--- src/rtl/wb_cfg_sequencer_if.sv ---
// Wishbone master-side bus bundle for the config sequencer.
// Signal names follow the sequencer's point of view (o_* driven by the master).
interface wb_cfg_sequencer_if;
  logic        o_wb_cyc;
  logic        o_wb_stb;
  logic        o_wb_we;
  logic [15:0] o_wb_adr;
  logic [15:0] o_wb_data;
  logic        i_wb_ack;
  logic [15:0] i_wb_data;

  modport master (
    output o_wb_cyc, o_wb_stb, o_wb_we, o_wb_adr, o_wb_data,
    input  i_wb_ack, i_wb_data
  );

  modport slave (
    input  o_wb_cyc, o_wb_stb, o_wb_we, o_wb_adr, o_wb_data,
    output i_wb_ack, i_wb_data
  );
endinterface

--- src/rtl/wb_cfg_sequencer.sv ---
// Programs divisor, period, DC, then ctrl over Wishbone from one start pulse,
// optionally reads them all back; stalls bounded by an ack timeout.
module wb_cfg_sequencer #(
  parameter logic [15:0] base_adr        = 16'h0000,
  parameter logic [15:0] ctrl_spacing    = 16'd0,
  parameter logic [15:0] divisor_spacing = 16'd2,
  parameter logic [15:0] period_spacing  = 16'd4,
  parameter logic [15:0] DC_spacing      = 16'd6,
  parameter int          TIMEOUT         = 16,
  parameter bit          VERIFY          = 1'b1
) (
  input  logic                i_wb_clk,
  input  logic                i_wb_rst_n,
  input  logic                i_start,
  input  logic [15:0]         i_ctrl_val,
  input  logic [15:0]         i_divisor_val,
  input  logic [15:0]         i_period_val,
  input  logic [15:0]         i_dc_val,
  wb_cfg_sequencer_if.master  wb,
  output logic                o_busy,
  output logic                o_done,
  output logic                o_err,
  output logic [15:0]         o_err_adr
);

  localparam logic [7:0] TO = 8'(TIMEOUT);

  typedef enum logic [2:0] {IDLE, WR, WGAP, RD, RGAP, DONE, FAIL} state_e;

  state_e            state_q, state_d;
  logic [1:0]        idx_q, idx_d;
  logic [7:0]        cnt_q, cnt_d;
  logic [3:0][15:0]  val_q, val_d;
  logic              cyc_q, cyc_d, stb_q, stb_d, we_q, we_d;
  logic [15:0]       adr_q, adr_d, dat_q, dat_d;
  logic              busy_q, busy_d, done_q, done_d, err_q, err_d;
  logic [15:0]       err_adr_q, err_adr_d;

  // Index order is the transfer order: 0=divisor, 1=period, 2=DC, 3=ctrl.
  logic [3:0][15:0]  start_vals;
  logic [1:0]        nxt_idx;
  logic [7:0]        cnt_inc;

  assign start_vals = {i_ctrl_val, i_dc_val, i_period_val, i_divisor_val};
  assign nxt_idx    = idx_q + 2'd1;
  assign cnt_inc    = cnt_q + 8'd1;

  function automatic logic [15:0] reg_adr(input logic [1:0] i);
    case (i)
      2'd0:    reg_adr = base_adr + divisor_spacing;
      2'd1:    reg_adr = base_adr + period_spacing;
      2'd2:    reg_adr = base_adr + DC_spacing;
      default: reg_adr = base_adr + ctrl_spacing;
    endcase
  endfunction

  always_comb begin
    state_d   = state_q;
    idx_d     = idx_q;
    cnt_d     = cnt_q;
    val_d     = val_q;
    cyc_d     = cyc_q;
    stb_d     = stb_q;
    we_d      = we_q;
    adr_d     = adr_q;
    dat_d     = dat_q;
    busy_d    = busy_q;
    done_d    = 1'b0;
    err_d     = err_q;
    err_adr_d = err_adr_q;

    case (state_q)
      IDLE: begin
        cyc_d  = 1'b0;
        stb_d  = 1'b0;
        we_d   = 1'b0;
        busy_d = 1'b0;
        if (i_start) begin
          val_d     = start_vals;
          err_d     = 1'b0;
          err_adr_d = 16'h0000;
          idx_d     = 2'd0;
          cnt_d     = 8'd0;
          state_d   = WR;
          cyc_d     = 1'b1;
          stb_d     = 1'b1;
          we_d      = 1'b1;
          adr_d     = reg_adr(2'd0);
          dat_d     = start_vals[0];
          busy_d    = 1'b1;
        end
      end

      WR, RD: begin
        if ((wb.i_wb_ack && state_q == RD && wb.i_wb_data != val_q[idx_q]) ||
            (!wb.i_wb_ack && cnt_inc == TO)) begin
          err_d     = 1'b1;
          err_adr_d = adr_q;
          state_d   = FAIL;
          cyc_d     = 1'b0;
          stb_d     = 1'b0;
          we_d      = 1'b0;
          adr_d     = 16'h0000;
          dat_d     = 16'h0000;
        end else if (wb.i_wb_ack) begin
          // The write->read turnaround reuses WGAP so every transfer sees a gap.
          if (idx_q != 2'd3 || (state_q == WR && VERIFY)) begin
            state_d = (state_q == WR) ? WGAP : RGAP;
            stb_d   = 1'b0;
          end else begin
            state_d = DONE;
            done_d  = 1'b1;
            cyc_d   = 1'b0;
            stb_d   = 1'b0;
            we_d    = 1'b0;
            adr_d   = 16'h0000;
            dat_d   = 16'h0000;
          end
        end else begin
          cnt_d = cnt_inc;
        end
      end

      WGAP: begin
        idx_d = nxt_idx;
        cnt_d = 8'd0;
        stb_d = 1'b1;
        adr_d = reg_adr(nxt_idx);
        if (idx_q == 2'd3) begin
          state_d = RD;
          we_d    = 1'b0;
          dat_d   = 16'h0000;
        end else begin
          state_d = WR;
          dat_d   = val_q[nxt_idx];
        end
      end

      RGAP: begin
        idx_d   = nxt_idx;
        cnt_d   = 8'd0;
        stb_d   = 1'b1;
        adr_d   = reg_adr(nxt_idx);
        state_d = RD;
      end

      default: begin
        state_d = IDLE;
        busy_d  = 1'b0;
      end
    endcase
  end

  always_ff @(posedge i_wb_clk) begin
    if (!i_wb_rst_n) begin
      state_q   <= IDLE;
      idx_q     <= 2'd0;
      cnt_q     <= 8'd0;
      val_q     <= '0;
      cyc_q     <= 1'b0;
      stb_q     <= 1'b0;
      we_q      <= 1'b0;
      adr_q     <= 16'h0000;
      dat_q     <= 16'h0000;
      busy_q    <= 1'b0;
      done_q    <= 1'b0;
      err_q     <= 1'b0;
      err_adr_q <= 16'h0000;
    end else begin
      state_q   <= state_d;
      idx_q     <= idx_d;
      cnt_q     <= cnt_d;
      val_q     <= val_d;
      cyc_q     <= cyc_d;
      stb_q     <= stb_d;
      we_q      <= we_d;
      adr_q     <= adr_d;
      dat_q     <= dat_d;
      busy_q    <= busy_d;
      done_q    <= done_d;
      err_q     <= err_d;
      err_adr_q <= err_adr_d;
    end
  end

  assign wb.o_wb_cyc  = cyc_q;
  assign wb.o_wb_stb  = stb_q;
  assign wb.o_wb_we   = we_q;
  assign wb.o_wb_adr  = adr_q;
  assign wb.o_wb_data = dat_q;
  assign o_busy       = busy_q;
  assign o_done       = done_q;
  assign o_err        = err_q;
  assign o_err_adr    = err_adr_q;

endmodule

--- src/flat_wrapper.sv ---
// flat-port wrapper written by rule: the top's interface ports become plain ports
module wb_cfg_sequencer_flat 
#(
  parameter logic [15:0] base_adr        = 16'h0000,
  parameter logic [15:0] ctrl_spacing    = 16'd0,
  parameter logic [15:0] divisor_spacing = 16'd2,
  parameter logic [15:0] period_spacing  = 16'd4,
  parameter logic [15:0] DC_spacing      = 16'd6,
  parameter int          TIMEOUT         = 16,
  parameter bit          VERIFY          = 1'b1
)
  (i_wb_clk, i_wb_rst_n, i_start, i_ctrl_val, i_divisor_val, i_period_val, i_dc_val, o_busy, o_done, o_err, o_err_adr, wb_o_wb_cyc, wb_o_wb_stb, wb_o_wb_we, wb_o_wb_adr, wb_o_wb_data, wb_i_wb_ack, wb_i_wb_data);
  wb_cfg_sequencer_if wb_i ();
  input  logic i_wb_clk;
  input  logic i_wb_rst_n;
  input  logic i_start;
  input  logic [15:0] i_ctrl_val;
  input  logic [15:0] i_divisor_val;
  input  logic [15:0] i_period_val;
  input  logic [15:0] i_dc_val;
  output logic o_busy;
  output logic o_done;
  output logic o_err;
  output logic [15:0] o_err_adr;
  output wire logic [$bits(wb_i.o_wb_cyc)-1:0] wb_o_wb_cyc;
  output wire logic [$bits(wb_i.o_wb_stb)-1:0] wb_o_wb_stb;
  output wire logic [$bits(wb_i.o_wb_we)-1:0] wb_o_wb_we;
  output wire logic [$bits(wb_i.o_wb_adr)-1:0] wb_o_wb_adr;
  output wire logic [$bits(wb_i.o_wb_data)-1:0] wb_o_wb_data;
  input wire logic [$bits(wb_i.i_wb_ack)-1:0] wb_i_wb_ack;
  input wire logic [$bits(wb_i.i_wb_data)-1:0] wb_i_wb_data;
  assign wb_o_wb_cyc = wb_i.o_wb_cyc;
  assign wb_o_wb_stb = wb_i.o_wb_stb;
  assign wb_o_wb_we = wb_i.o_wb_we;
  assign wb_o_wb_adr = wb_i.o_wb_adr;
  assign wb_o_wb_data = wb_i.o_wb_data;
  assign wb_i.i_wb_ack = wb_i_wb_ack;
  assign wb_i.i_wb_data = wb_i_wb_data;
  wb_cfg_sequencer #(.base_adr(base_adr), .ctrl_spacing(ctrl_spacing), .divisor_spacing(divisor_spacing), .period_spacing(period_spacing), .DC_spacing(DC_spacing), .TIMEOUT(TIMEOUT), .VERIFY(VERIFY)) u_core (.i_wb_clk(i_wb_clk), .i_wb_rst_n(i_wb_rst_n), .i_start(i_start), .i_ctrl_val(i_ctrl_val), .i_divisor_val(i_divisor_val), .i_period_val(i_period_val), .i_dc_val(i_dc_val), .wb(wb_i), .o_busy(o_busy), .o_done(o_done), .o_err(o_err), .o_err_adr(o_err_adr));
endmodule
--- config.mk ---
export PLATFORM = sky130hd
export DESIGN_NAME = wb_cfg_sequencer_flat
export DESIGN_NICKNAME = d
export VERILOG_FILES = /design/src/rtl/wb_cfg_sequencer_if.sv /design/src/rtl/wb_cfg_sequencer.sv /design/src/flat_wrapper.sv
export SDC_FILE = /design/constraint.sdc
export NUM_CORES = 1
export LEC_CHECK = 0
export ABC_AREA = 1
export BUFFER_PORTS_ARGS = -buffer_cell sky130_fd_sc_hd__buf_2
export CORE_MARGIN = 8
export CORE_UTILIZATION = 45
export CTS_CLUSTER_DIAMETER = 150
export CTS_CLUSTER_SIZE = 16
export DETAILED_ROUTE_END_ITERATION = 8
export PLACE_DENSITY = 0.8
export SLEW_MARGIN = 40
export SYNTH_ARGS = -nofsm -noshare
export SYNTH_HDL_FRONTEND = slang
export SYNTH_SLANG_ARGS = --single-unit
--- constraint.sdc ---
create_clock -name i_wb_clk -period 5.5 [get_ports i_wb_clk]
set_input_delay 0.825 -clock i_wb_clk [delete_from_list [all_inputs] [get_ports i_wb_clk]]
set_output_delay 0.825 -clock i_wb_clk [all_outputs]
set_load 0.1 [all_outputs]
==> metrics, run 1 <==
Cell variety after synth 30; RSZ-0062 raised after global routing false; maximum fanout along the worst path 63; cell type with the largest total area after synthesis dfxtp_1; hold_sp u_core.wb.o_wb_data[1]$_SDFFE_PN0P_; static leakage ~0.0029 uW; CP endpoint kind register; HPWL after DPL 11.7 mm; 1st-iter DRT viols ~450; HP Class reg2reg; die area 16600 um2; Initial Util 45.7%; Comb pwr share 37.3%; Cell Int Power 1540 uW; setup tns final 0 ns; cell family with most CP delay simple AND/OR/NAND/NOR gates; Hold EP u_core.wb.o_wb_data[1]$_SDFFE_PN0P_; max incr delay on CP between 0.7 and 0.8 ns; slew at the pin closest to its max-slew limit 0.758 ns; CTS Buf Count 9; cell mode on critical path nand2_1; crit path cell chain buf_4, inv_6, nand2_1, nand3_1, nand3b_1, nand2_1, nor2_1, nand2_1, nor2_1, nand2_1, nand2_4, nand4_4, nand2_2, nand2_1, a21oi_1; largest net degree at the start of global routing 104; CTS clk-pin slew, worst paths 0.07 ns; WL final between 15 and 20 mm; Die W 129 um; routed vias/inst between 5 and 6; Mapped Area 5750 um2; I/O Pins 138; vias in the first global route 5088; Post-CTS Hold Buffers 0; worst path buffer plus inverter count 2; WP data arrival 3.78 ns; CTS tree done; detailed-router iteration count before antenna repair 7; post-synthesis sequential area ratio ~36%; GP Congestion around 0.89; Setup Buffers After CTS 0; # port buffers around 110; final slew viol count 0; worst vdd ir approximately 300 uV; number of gates resized after CTS 0; Post-Synthesis Cells 866; Final ANT Viol Nets 0; PD cells 410 nW/um2; core area 12600 um2; Seq cells post-synth 103; proportion of layout cells with a drive suffix above 1 14.9%; Root Driver clkbuf_16; worst setup path class reg2reg; H-tree depth 3; total grt overflow 0; switch share 42.1%; top cells by area, synth dfxtp_1 (36%), nand2_1 (13%), a21oi_1 (11%), o21ai_0 (8.7%), inv_1 (6.7%); Area Growth Syn to Fin 13.1%; DR DRC count 0; clock sink count 103; WL per Instance 14.6 um; Max Cap Viol 0; post-synth top area share 35.9%; nets 1022; height of the chip approximately 130 um; R2R depth 15; Clock Power Share 26.2%; Clock Skews 0.00661 ns; Clock Latency Late Sink 0.34 ns; Final Cycle Share between 60% and 70%; Reg-to-Reg End u_core.wb.o_wb_data[4]$_SDFFE_PN0P_; slowest library cell on the worst path dfxtp_2; Net Switching around 1100 uW; outcome completed; Final Setup Violations 0; startpoint type of the worst setup path register; WHS Path Cells 2; final hold violations 0; syn_area_per_cell roughly 6.6 um2; Rows 41; initial antenna violation count 0; DR vias approximately 5800; Worst R2R Start u_core.idx_q[0]$_SDFFE_PN0P_; Reg power frac 36.5%; CTS Buffer Depth 2; antenna cells 0; Register-to-Register Setup Slack 1.98 ns; normalized max-slew margin between 40% and 50%; WP data required 5.76 ns; FMAX 284 MHz; Final Util 51.7%; Yosys warning count 0; first-pass GRT wire length around 26 mm; Tot GR Track Use 19.1%; Final min period 3.52 ns
## kinds of logic after synthesis
logic type,synth area share (%)
xor gates and xnor gates,0.762
AOI/OAI and AO/OA,22.6
DFF,35.9
other,0.0653
buffers and inverters,15.4
adders and majority gates,0.653
and+or+nand+nor,24.6
## per-stage QoR
stage                     area, um2  setup slack (ns)  hold slack, ns  std cells  power, uW
after floorplan                5850              3.50           0.437        893       1790
after global placement         6170              2.14           0.449       1096       1960
after detailed placement       6170              2.09           0.451       1096       1970
after CTS                      6490              2.04           0.460       1112       2660
after global routing           6500              1.56           0.475       1112       2810
final                          6500              1.98           0.458       1112       2660
## how the worst max path moves through the flow
stage | startpoint | to | slack [ns] | depth (start not counted)
CTS | u_core.idx_q[0]$_SDFFE_PN0P_ | u_core.wb.o_wb_data[4]$_SDFFE_PN0P_ | 2.04 | 15
detailed placement | u_core.idx_q[0]$_SDFFE_PN0P_ | u_core.wb.o_wb_data[9]$_SDFFE_PN0P_ | 2.09 | 15
global placement | u_core.idx_q[0]$_SDFFE_PN0P_ | u_core.wb.o_wb_data[15]$_SDFFE_PN0P_ | 2.14 | 15
floorplan | wb_i_wb_ack | u_core.wb.o_wb_adr[1]$_SDFFE_PN0P_ | 3.50 | 9
global route | u_core.idx_q[0]$_SDFFE_PN0P_ | u_core.wb.o_wb_data[10]$_SDFFE_PN0P_ | 1.56 | 15
finish | u_core.idx_q[0]$_SDFFE_PN0P_ | u_core.wb.o_wb_data[4]$_SDFFE_PN0P_ | 1.98 | 15
## cell usage in the layout, fill, tap and decap left out, types with 2 or more instances in the layout
master	instances
a21oi_1	128
a32o_1	16
buf_2	109
buf_4	3
bufinv_16	2
clkbuf_1	2
clkbuf_16	9
clkbuf_8	2
clkinv_1	2
conb_1	28
dfxtp_1	102
ha_1	3
inv_1	101
inv_2	2
nand2_1	194
nand2_2	2
nand3_1	65
nand3b_1	13
nand4_1	9
nor2_1	28
nor3_1	3
o21ai_0	100
or2_2	2
xor2_1	4
## power groups by stage
stage                     combinational [uW]  clock, uW  sequential (uW)
after floorplan                          620          0             1170
after global placement                   972          0              983
after detailed placement                 983          0              983
after CTS                                989        704              968
after global routing                    1090        732              985
final                                    994        699              971
## synthesized netlist by cell type, drive strengths merged
master    n
xor2      4
dfxtp   103
nand2   197
o21ai   100
a32o     16
and3      1
a21oi   128
xnor2     1
nor3      3
inv     104
buf      47
clkinv    2
nor2     29
clkbuf   35
conb      1
nand3b   13
nand3    67
ha        3
nand4    10
or2       2
## sequential cells by signal, summed over array words and instances, names as in the netlist
signal / cells
u_core.o_err: 1
u_core.wb.o_wb_data: 16
u_core.o_err_adr: 2
u_core.o_done: 1
u_core.wb.o_wb_stb: 1
u_core.val_q: 64
u_core.wb.o_wb_we: 1
u_core.wb.o_wb_adr: 2
u_core.idx_q: 2
u_core.wb.o_wb_cyc: 1
u_core.state_q: 3
u_core.cnt_q: 8
u_core.o_busy: 1
## layout make-up
class                      count  area (um2)
inverter                     106         403
fill                        1302        6070
clock inverter                 3        65.1
clock buffer                  13         260
multi-input combinational    602        2910
sequential                   103        2060
tap                          172         215
timing repair buffer         113         579
## worst register-to-register path, stage by stage (launching register included)
cell and delay, ns:
dfxtp_2 0.71, buf_4 0.60, inv_6 0.23, nand2_1 0.13, nand3_1 0.11, nand3b_1 0.12, nand2_1 0.08, nor2_1 0.14
nand2_1 0.07, nor2_1 0.08, nand2_1 0.11, nand2_4 0.11, nand4_4 0.29, nand2_2 0.40, nand2_1 0.09, a21oi_1 0.16
## per-layer routing
metal  global-route usage (%)  vias up  wire [um]
met2                     30.8      228       7480
met3                     4.51       21       1320
met5                        0        -          0
met1                     24.9     2608       7090
met4                     5.74        0        295
li1                         -     2923          -
Note: power is estimated with default switching activity, not from simulation.
==> run 2: changes to the inputs <==
==> constraint.sdc (replaced) <==
create_clock -name i_wb_clk -period 3.5 [get_ports i_wb_clk]
set_input_delay 0.525 -clock i_wb_clk [delete_from_list [all_inputs] [get_ports i_wb_clk]]
set_output_delay 0.525 -clock i_wb_clk [all_outputs]
set_load 0.1 [all_outputs]
==> run 2 against run 1 <==
  * Worst hold slack got worse by 0.015 ns
  * Setup slack lost 1.3 ns
  * First-iteration DRC count up 26%
  * Combinational power grew 61%
  * Clock power up 52%
  * Critical path depth stayed put
  * Utilization grew 0.51 points
  * Largest power group unchanged
==> metrics, run 2 (same netlist as run 1, synthesis figures left out) <==
outcome completed; worst path buffer plus inverter count 1 (-1); Largest Register u_core.val_q; I/O Pins 138 (unchanged); post-place instance area 6230 um2 (+0.93%); Tot GR Track Use 19.7% (+0.60 points); Global Route met3 Usage 4.34% (-0.17 points); proportion of layout cells with a drive suffix above 1 15.7% (+0.84 points); DR DRC count 0 (unchanged); CTS clk-pin slew, worst paths 0.08 ns (about the same); vias in the first global route 5298 (+4.1%); Final Cycle Share 81.8% (+18 points); HP Class in2reg; 1st-iter DRT viols 564 (+26%); critical path endpoint u_core.wb.o_wb_data[5]$_SDFFE_PN0P_; Area Growth Syn to Fin 14.2%; antenna cells 0 (unchanged); GR Layer Usage met1 25.8% (+0.89 points); Reg-to-Reg End u_core.wb.o_wb_data[5]$_SDFFE_PN0P_; maximum fanout along the worst path 51 (-19%); Die W 129 um (unchanged); worst vdd ir 521 uV (+73%); RSZ-0062 raised after global routing false; FMAX 349 MHz (+23%); Clock Latency Late Sink 0.36 ns (+0.02 ns); nets 1029 (+0.68%); Final Util 52.2% (+0.51 points); slew at the pin closest to its max-slew limit 0.619 ns (-0.139 ns); commonest cells after routing, fill and taps aside nand2_1 (194), a21oi_1 (128), buf_2 (109); crit path cell chain buf_12, nand2_1, nand3_1, nand2_1, nand2_1, nand2_1, nor2_1, nand2_1, nor2_1, nand2_1, nand2_4, nand4_4, nand2_2, nand2_1, a21oi_1; startpoint type of the worst setup path register; Post-CTS Hold Buffers 0 (unchanged); Clock Skews 0.0111 ns (+0.00452 ns); core area 12600 um2 (unchanged); final hold violations 0 (unchanged); Most Used Layer, Global Route met2; routed vias/inst 5.20 (about the same); CP startpoint u_core.idx_q[0]$_SDFFE_PN0P_; number of gates resized after CTS 0 (unchanged); worst setup path class reg2reg; Max Cap Viol 0 (unchanged); HPWL after DPL 12.0 mm (+2.8%); WP data arrival 3.15 ns (-0.63 ns); Initial Util 45.7% (unchanged); detailed-router iteration count before antenna repair 5 (-2); Final min period 2.86 ns (-0.657 ns); Final ANT Viol Nets 0 (unchanged); total grt overflow 0 (unchanged); # port buffers 109 (unchanged); R2R depth 15 (unchanged); DR vias 5822 (+0.73%); Register-to-Register Setup Slack 0.64 ns (-1.34 ns); max reg flops 64 (unchanged); GP Congestion 0.857 (-3.1%); Worst R2R Start u_core.idx_q[0]$_SDFFE_PN0P_; initial antenna violation count 0 (unchanged); static leakage 0.00295 uW (+1.3%); Finished Cell Area 6560 um2 (+0.98%); Root Driver clkbuf_16; H-tree depth 3 (unchanged); routing usage on met2 31.3% (+0.49 points); height of the chip 129 um (unchanged); CP Depth 15 (unchanged); largest net degree at the start of global routing 91 (-13%); setup tns final 0 ns (unchanged); clock sink count 103 (unchanged); normalized max-slew margin 58.7% (+9.3 points); die area 16600 um2 (unchanged); final slew viol count 0 (unchanged); max incr delay on CP 0.68 ns (-0.03 ns); CTS tree done; Rows 41 (unchanged); cell mode on critical path nand2_1; WL per Instance 14.7 um (+1.0%); WP data required 3.78 ns (-1.98 ns); CP endpoint kind register; first-pass GRT wire length 26.0 mm (+1.9%); cell family with most CP delay simple AND/OR/NAND/NOR gates; slowest library cell on the worst path dfxtp_2; Final Setup Violations 0 (unchanged); CTS Buffer Depth 2 (unchanged); commonest non-fill, non-tap cell in the layout nand2_1; PD cells 637 nW/um2 (+55%); Setup Buffers After CTS 0 (unchanged); WL final 16.5 mm (+1.7%); CTS Buf Count 9 (unchanged)
## run 2: changes by cell type in the layout (fill, tap and decap cells not counted), sizes merged
cell and delta:
clkinv +2, inv +2, buf +7, bufinv -1
clkbuf -3
## run 2: tightest hold or removal path, cell delays in order
cell	delay [ns]
buf_2	0.07
o21ai_0	0.07
a21oi_1	0.10
## run 2: layout make-up
class | count | area, um2
repair buffers | 120 | 653
multi-input cells | 602 | 2910
inverters | 106 | 403
clock buffers | 10 | 239
fillers | 1244 | 6010
clock inverters | 6 | 76.3
well taps | 172 | 215
flip-flops and latches | 103 | 2060
## run 2: how the worst min path moves through the flow
stage                                                       to                                  from  cells past startpoint  slack, ns
after floorplan                  u_core.val_q[32]$_SDFFE_PN0P_         u_core.val_q[32]$_SDFFE_PN0P_                      2       0.44
after global placement    u_core.wb.o_wb_data[10]$_SDFFE_PN0P_  u_core.wb.o_wb_data[10]$_SDFFE_PN0P_                      2       0.45
after CTS                        u_core.val_q[39]$_SDFFE_PN0P_                           i_dc_val[7]                      3       0.44
after global routing             u_core.val_q[16]$_SDFFE_PN0P_                       i_period_val[0]                      3       0.45
after detailed placement   u_core.wb.o_wb_data[8]$_SDFFE_PN0P_   u_core.wb.o_wb_data[8]$_SDFFE_PN0P_                      2       0.45
final                            u_core.val_q[39]$_SDFFE_PN0P_                           i_dc_val[7]                      3       0.44
## run 2: where the power goes
group / switching, uW / internal [uW] / total, uW
logic: 1180 / 412 / 1600
clock network: 476 / 586 / 1060
registers: 149 / 1370 / 1520
## run 2: metal layers
metal | share of wire (%) | wire, um
met5 | 0 | 0
met4 | 2.4 | 391
met3 | 7.1 | 1170
met2 | 46 | 7510
met1 | 45 | 7400
## run 2: through the flow
stage	cells	worst slack (ns)	hold WS, ns	total power, uW
after CTS	1118	0.664	0.441	4180
after global placement	1102	0.747	0.446	3090
final	1119	0.638	0.442	4180
after detailed placement	1102	0.688	0.450	3120
after global routing	1119	0.283	0.445	4430
after floorplan	893	1.53	0.437	2810
==> run 3: changes to the inputs <==
--- a/config.mk
+++ b/config.mk
@@ -12,7 +12,7 @@
 export CTS_CLUSTER_DIAMETER = 150
 export CTS_CLUSTER_SIZE = 16
 export DETAILED_ROUTE_END_ITERATION = 8
-export PLACE_DENSITY = 0.8
+export PLACE_DENSITY = 0.83
 export SLEW_MARGIN = 40
 export SYNTH_ARGS = -nofsm -noshare
 export SYNTH_HDL_FRONTEND = slang
==> constraint.sdc (replaced) <==
create_clock -name i_wb_clk -period 2.5 [get_ports i_wb_clk]
set_input_delay 0.375 -clock i_wb_clk [delete_from_list [all_inputs] [get_ports i_wb_clk]]
set_output_delay 0.375 -clock i_wb_clk [all_outputs]
set_load 0.1 [all_outputs]
==> run 3 against run 2 <==
  * Combinational power grew 45%
  * Routed wire length up 1.8%
  * Clock-buffer cell count shrank 1
  * First-iteration DRC count up 16%
  * Design area is 1.9% higher
  * Sequential cell count did not move
  * Critical path type unchanged
  * Sequential share of layout area shrank 0.54 points
  * Global-route usage up 0.21 points
  * Setup slack got worse by 0.43 ns
  * Utilization up 0.98 points
  * Non-clock buffer count rose by 7
  * Worst hold slack worse by 0.15 ns
==> metrics, run 3 (same netlist as run 1, synthesis figures left out) <==
Largest Register u_core.val_q; Clock Latency Late Sink 0.35 ns (about the same); commonest cells after routing, fill and taps aside nand2_1 (193), a21oi_1 (128), buf_2 (109); Comb pwr share 39.4% (+1.2 points); antenna cells 0 (unchanged); first-pass GRT wire length 26.3 mm (+1.1%); outcome completed; largest net degree at the start of global routing 73 (-20%); Clock Skews 0.00716 ns (-0.00397 ns); vias in the first global route 5438 (+2.6%); HPWL after DPL 12.1 mm (+0.97%); Setup Buffers After CTS 0 (unchanged); # port buffers 109 (unchanged); Final ANT Viol Nets 0 (unchanged); Final Cycle Share 91.6% (+9.8 points); CTS clk-pin slew, worst paths 0.07 ns (about the same); I/O Pins 138 (unchanged); crit path cell chain buf_12, nand2_1, nand3_1, nand3_1, nand2_1, nand2_1, inv_1, nand2_1, nor2_2, nand2_1, nand2_4, nand4_4, buf_6, nand2_1, nand2_1, a21oi_1; Final min period 2.29 ns (-0.572 ns); WL per Instance 14.9 um (+1.2%); Root Driver clkbuf_16; die area 16600 um2 (unchanged); normalized max-slew margin 43.5% (-15 points); maximum fanout along the worst path 39 (-24%); 1st-iter DRT viols 654 (+16%); Clock Power Share 24.5% (-0.9 points); area occupied by multi-input gates 2950 um2 (+1.2%); worst vdd ir 766 uV (+47%); FMAX 437 MHz (+25%); initial antenna violation count 0 (unchanged); PD cells 882 nW/um2 (+38%); slowest library cell on the worst path dfxtp_4; CTS Buf Count 9 (unchanged); commonest non-fill, non-tap cell in the layout nand2_1; slew at the pin closest to its max-slew limit 0.846 ns (+0.227 ns); nets 1036 (+0.68%); Max Cap Viol 0 (unchanged); setup tns final 0 ns (unchanged); Rows 41 (unchanged); WP data arrival 2.57 ns (-0.58 ns); final hold violations 0 (unchanged); max incr delay on CP 0.43 ns (-0.25 ns); static leakage 0.00300 uW (+1.9%); DR DRC count 0 (unchanged); CTS Buffer Depth 2 (unchanged); routed vias/inst 5.22 (+0.32%); clock sink count 103 (unchanged); Cell Int Power 3330 uW (+40%); worst setup path class reg2reg; Die W 129 um (unchanged); CP endpoint kind register; proportion of layout cells with a drive suffix above 1 16.7% (+0.93 points); Initial Util 45.7% (unchanged); CTS tree done; Net Switching 2570 uW (+42%); H-tree depth 3 (unchanged); total grt overflow 0 (unchanged); RSZ-0062 raised after global routing false; WL final 16.8 mm (+1.8%); startpoint type of the worst setup path register; HP Class in2reg; Tot GR Track Use 19.9% (+0.21 points); Post-CTS Hold Buffers 0 (unchanged); Reg power frac 36.1% (-0.3 points); fill count 1236 (-0.64%); GP Congestion 0.899 (+4.8%); Final Util 53.2% (+0.98 points); WP data required 2.78 ns (-1.00 ns); Area Growth Syn to Fin 16.4%; final slew viol count 0 (unchanged); cell mode on critical path nand2_1; detailed-router iteration count before antenna repair 7 (+2); max reg flops 64 (unchanged); core area 12600 um2 (unchanged); height of the chip 129 um (unchanged); switch share 43.5% (+0.23 points); DR vias 5877 (+0.94%); Final Setup Violations 0 (unchanged); register area 2070 um2 (+0.12%)
## run 3: power by group through the flow
stage	registers, uW	clock network (uW)	logic, uW
after floorplan	2570	0	1360
after global routing	2150	1530	2530
after CTS	2120	1460	2290
after global placement	2150	0	2230
final	2130	1440	2320
after detailed placement	2150	0	2260
## run 3: routing by layer
layer / global-route usage, % / vias up / wire, um
met5: 0 / - / 0
met4: 9.40 / 0 / 562
met3: 4.63 / 44 / 1430
met2: 32.9 / 250 / 7890
met1: 24.0 / 2631 / 6870
li1: - / 2952 / -
## run 3: final cells by class
type,instances,area share [%]
Tap cell,172,3.22
Clock buffer,9,3.37
Sequential cell,103,30.9
Multi-Input combinational cell,602,44.1
Inverter,106,6.06
Timing Repair Buffer,127,11.2
Clock inverter,7,1.20
## run 3: critical path: cells and delay by family (launching register included)
family / cells / cell delay (ns)
AND/OR/NAND/NOR: 12 / 1.14
buffers and inverters: 3 / 0.51
flip-flops: 1 / 0.43
AO/OA/AOI/OAI: 1 / 0.12
## run 3: worst paths after layout
check	from	slack, ns	depth (start not counted)	end
worst max-delay path	u_core.idx_q[0]$_SDFFE_PN0P_	0.21	16	u_core.wb.o_wb_adr[1]$_SDFFE_PN0P_
worst min-delay path	i_dc_val[13]	0.29	3	u_core.val_q[45]$_SDFFE_PN0P_
worst max register to register	u_core.idx_q[0]$_SDFFE_PN0P_	0.21	16	u_core.wb.o_wb_adr[1]$_SDFFE_PN0P_
worst min register to register	u_core.wb.o_wb_data[3]$_SDFFE_PN0P_	0.46	2	u_core.wb.o_wb_data[3]$_SDFFE_PN0P_
## run 3: timing repair
action	CTS	global route
endpoints found under the hold margin	0	0
setup endpoints to repair	7	30
gates resized for setup	2	7
gates cloned	0	0
pin swaps	0	0
## run 3: metrics by stage
step	cells	setup WS (ns)	area, um2	hold slack (ns)	power [uW]
after floorplan	893	0.526	5850	0.437	3930
after global placement	1110	0.133	6340	0.446	4380
after detailed placement	1110	0.0428	6340	0.451	4410
after CTS	1126	0.0941	6660	0.292	5860
after global routing	1126	0.00180	6690	0.307	6210
final	1126	0.210	6690	0.295	5890
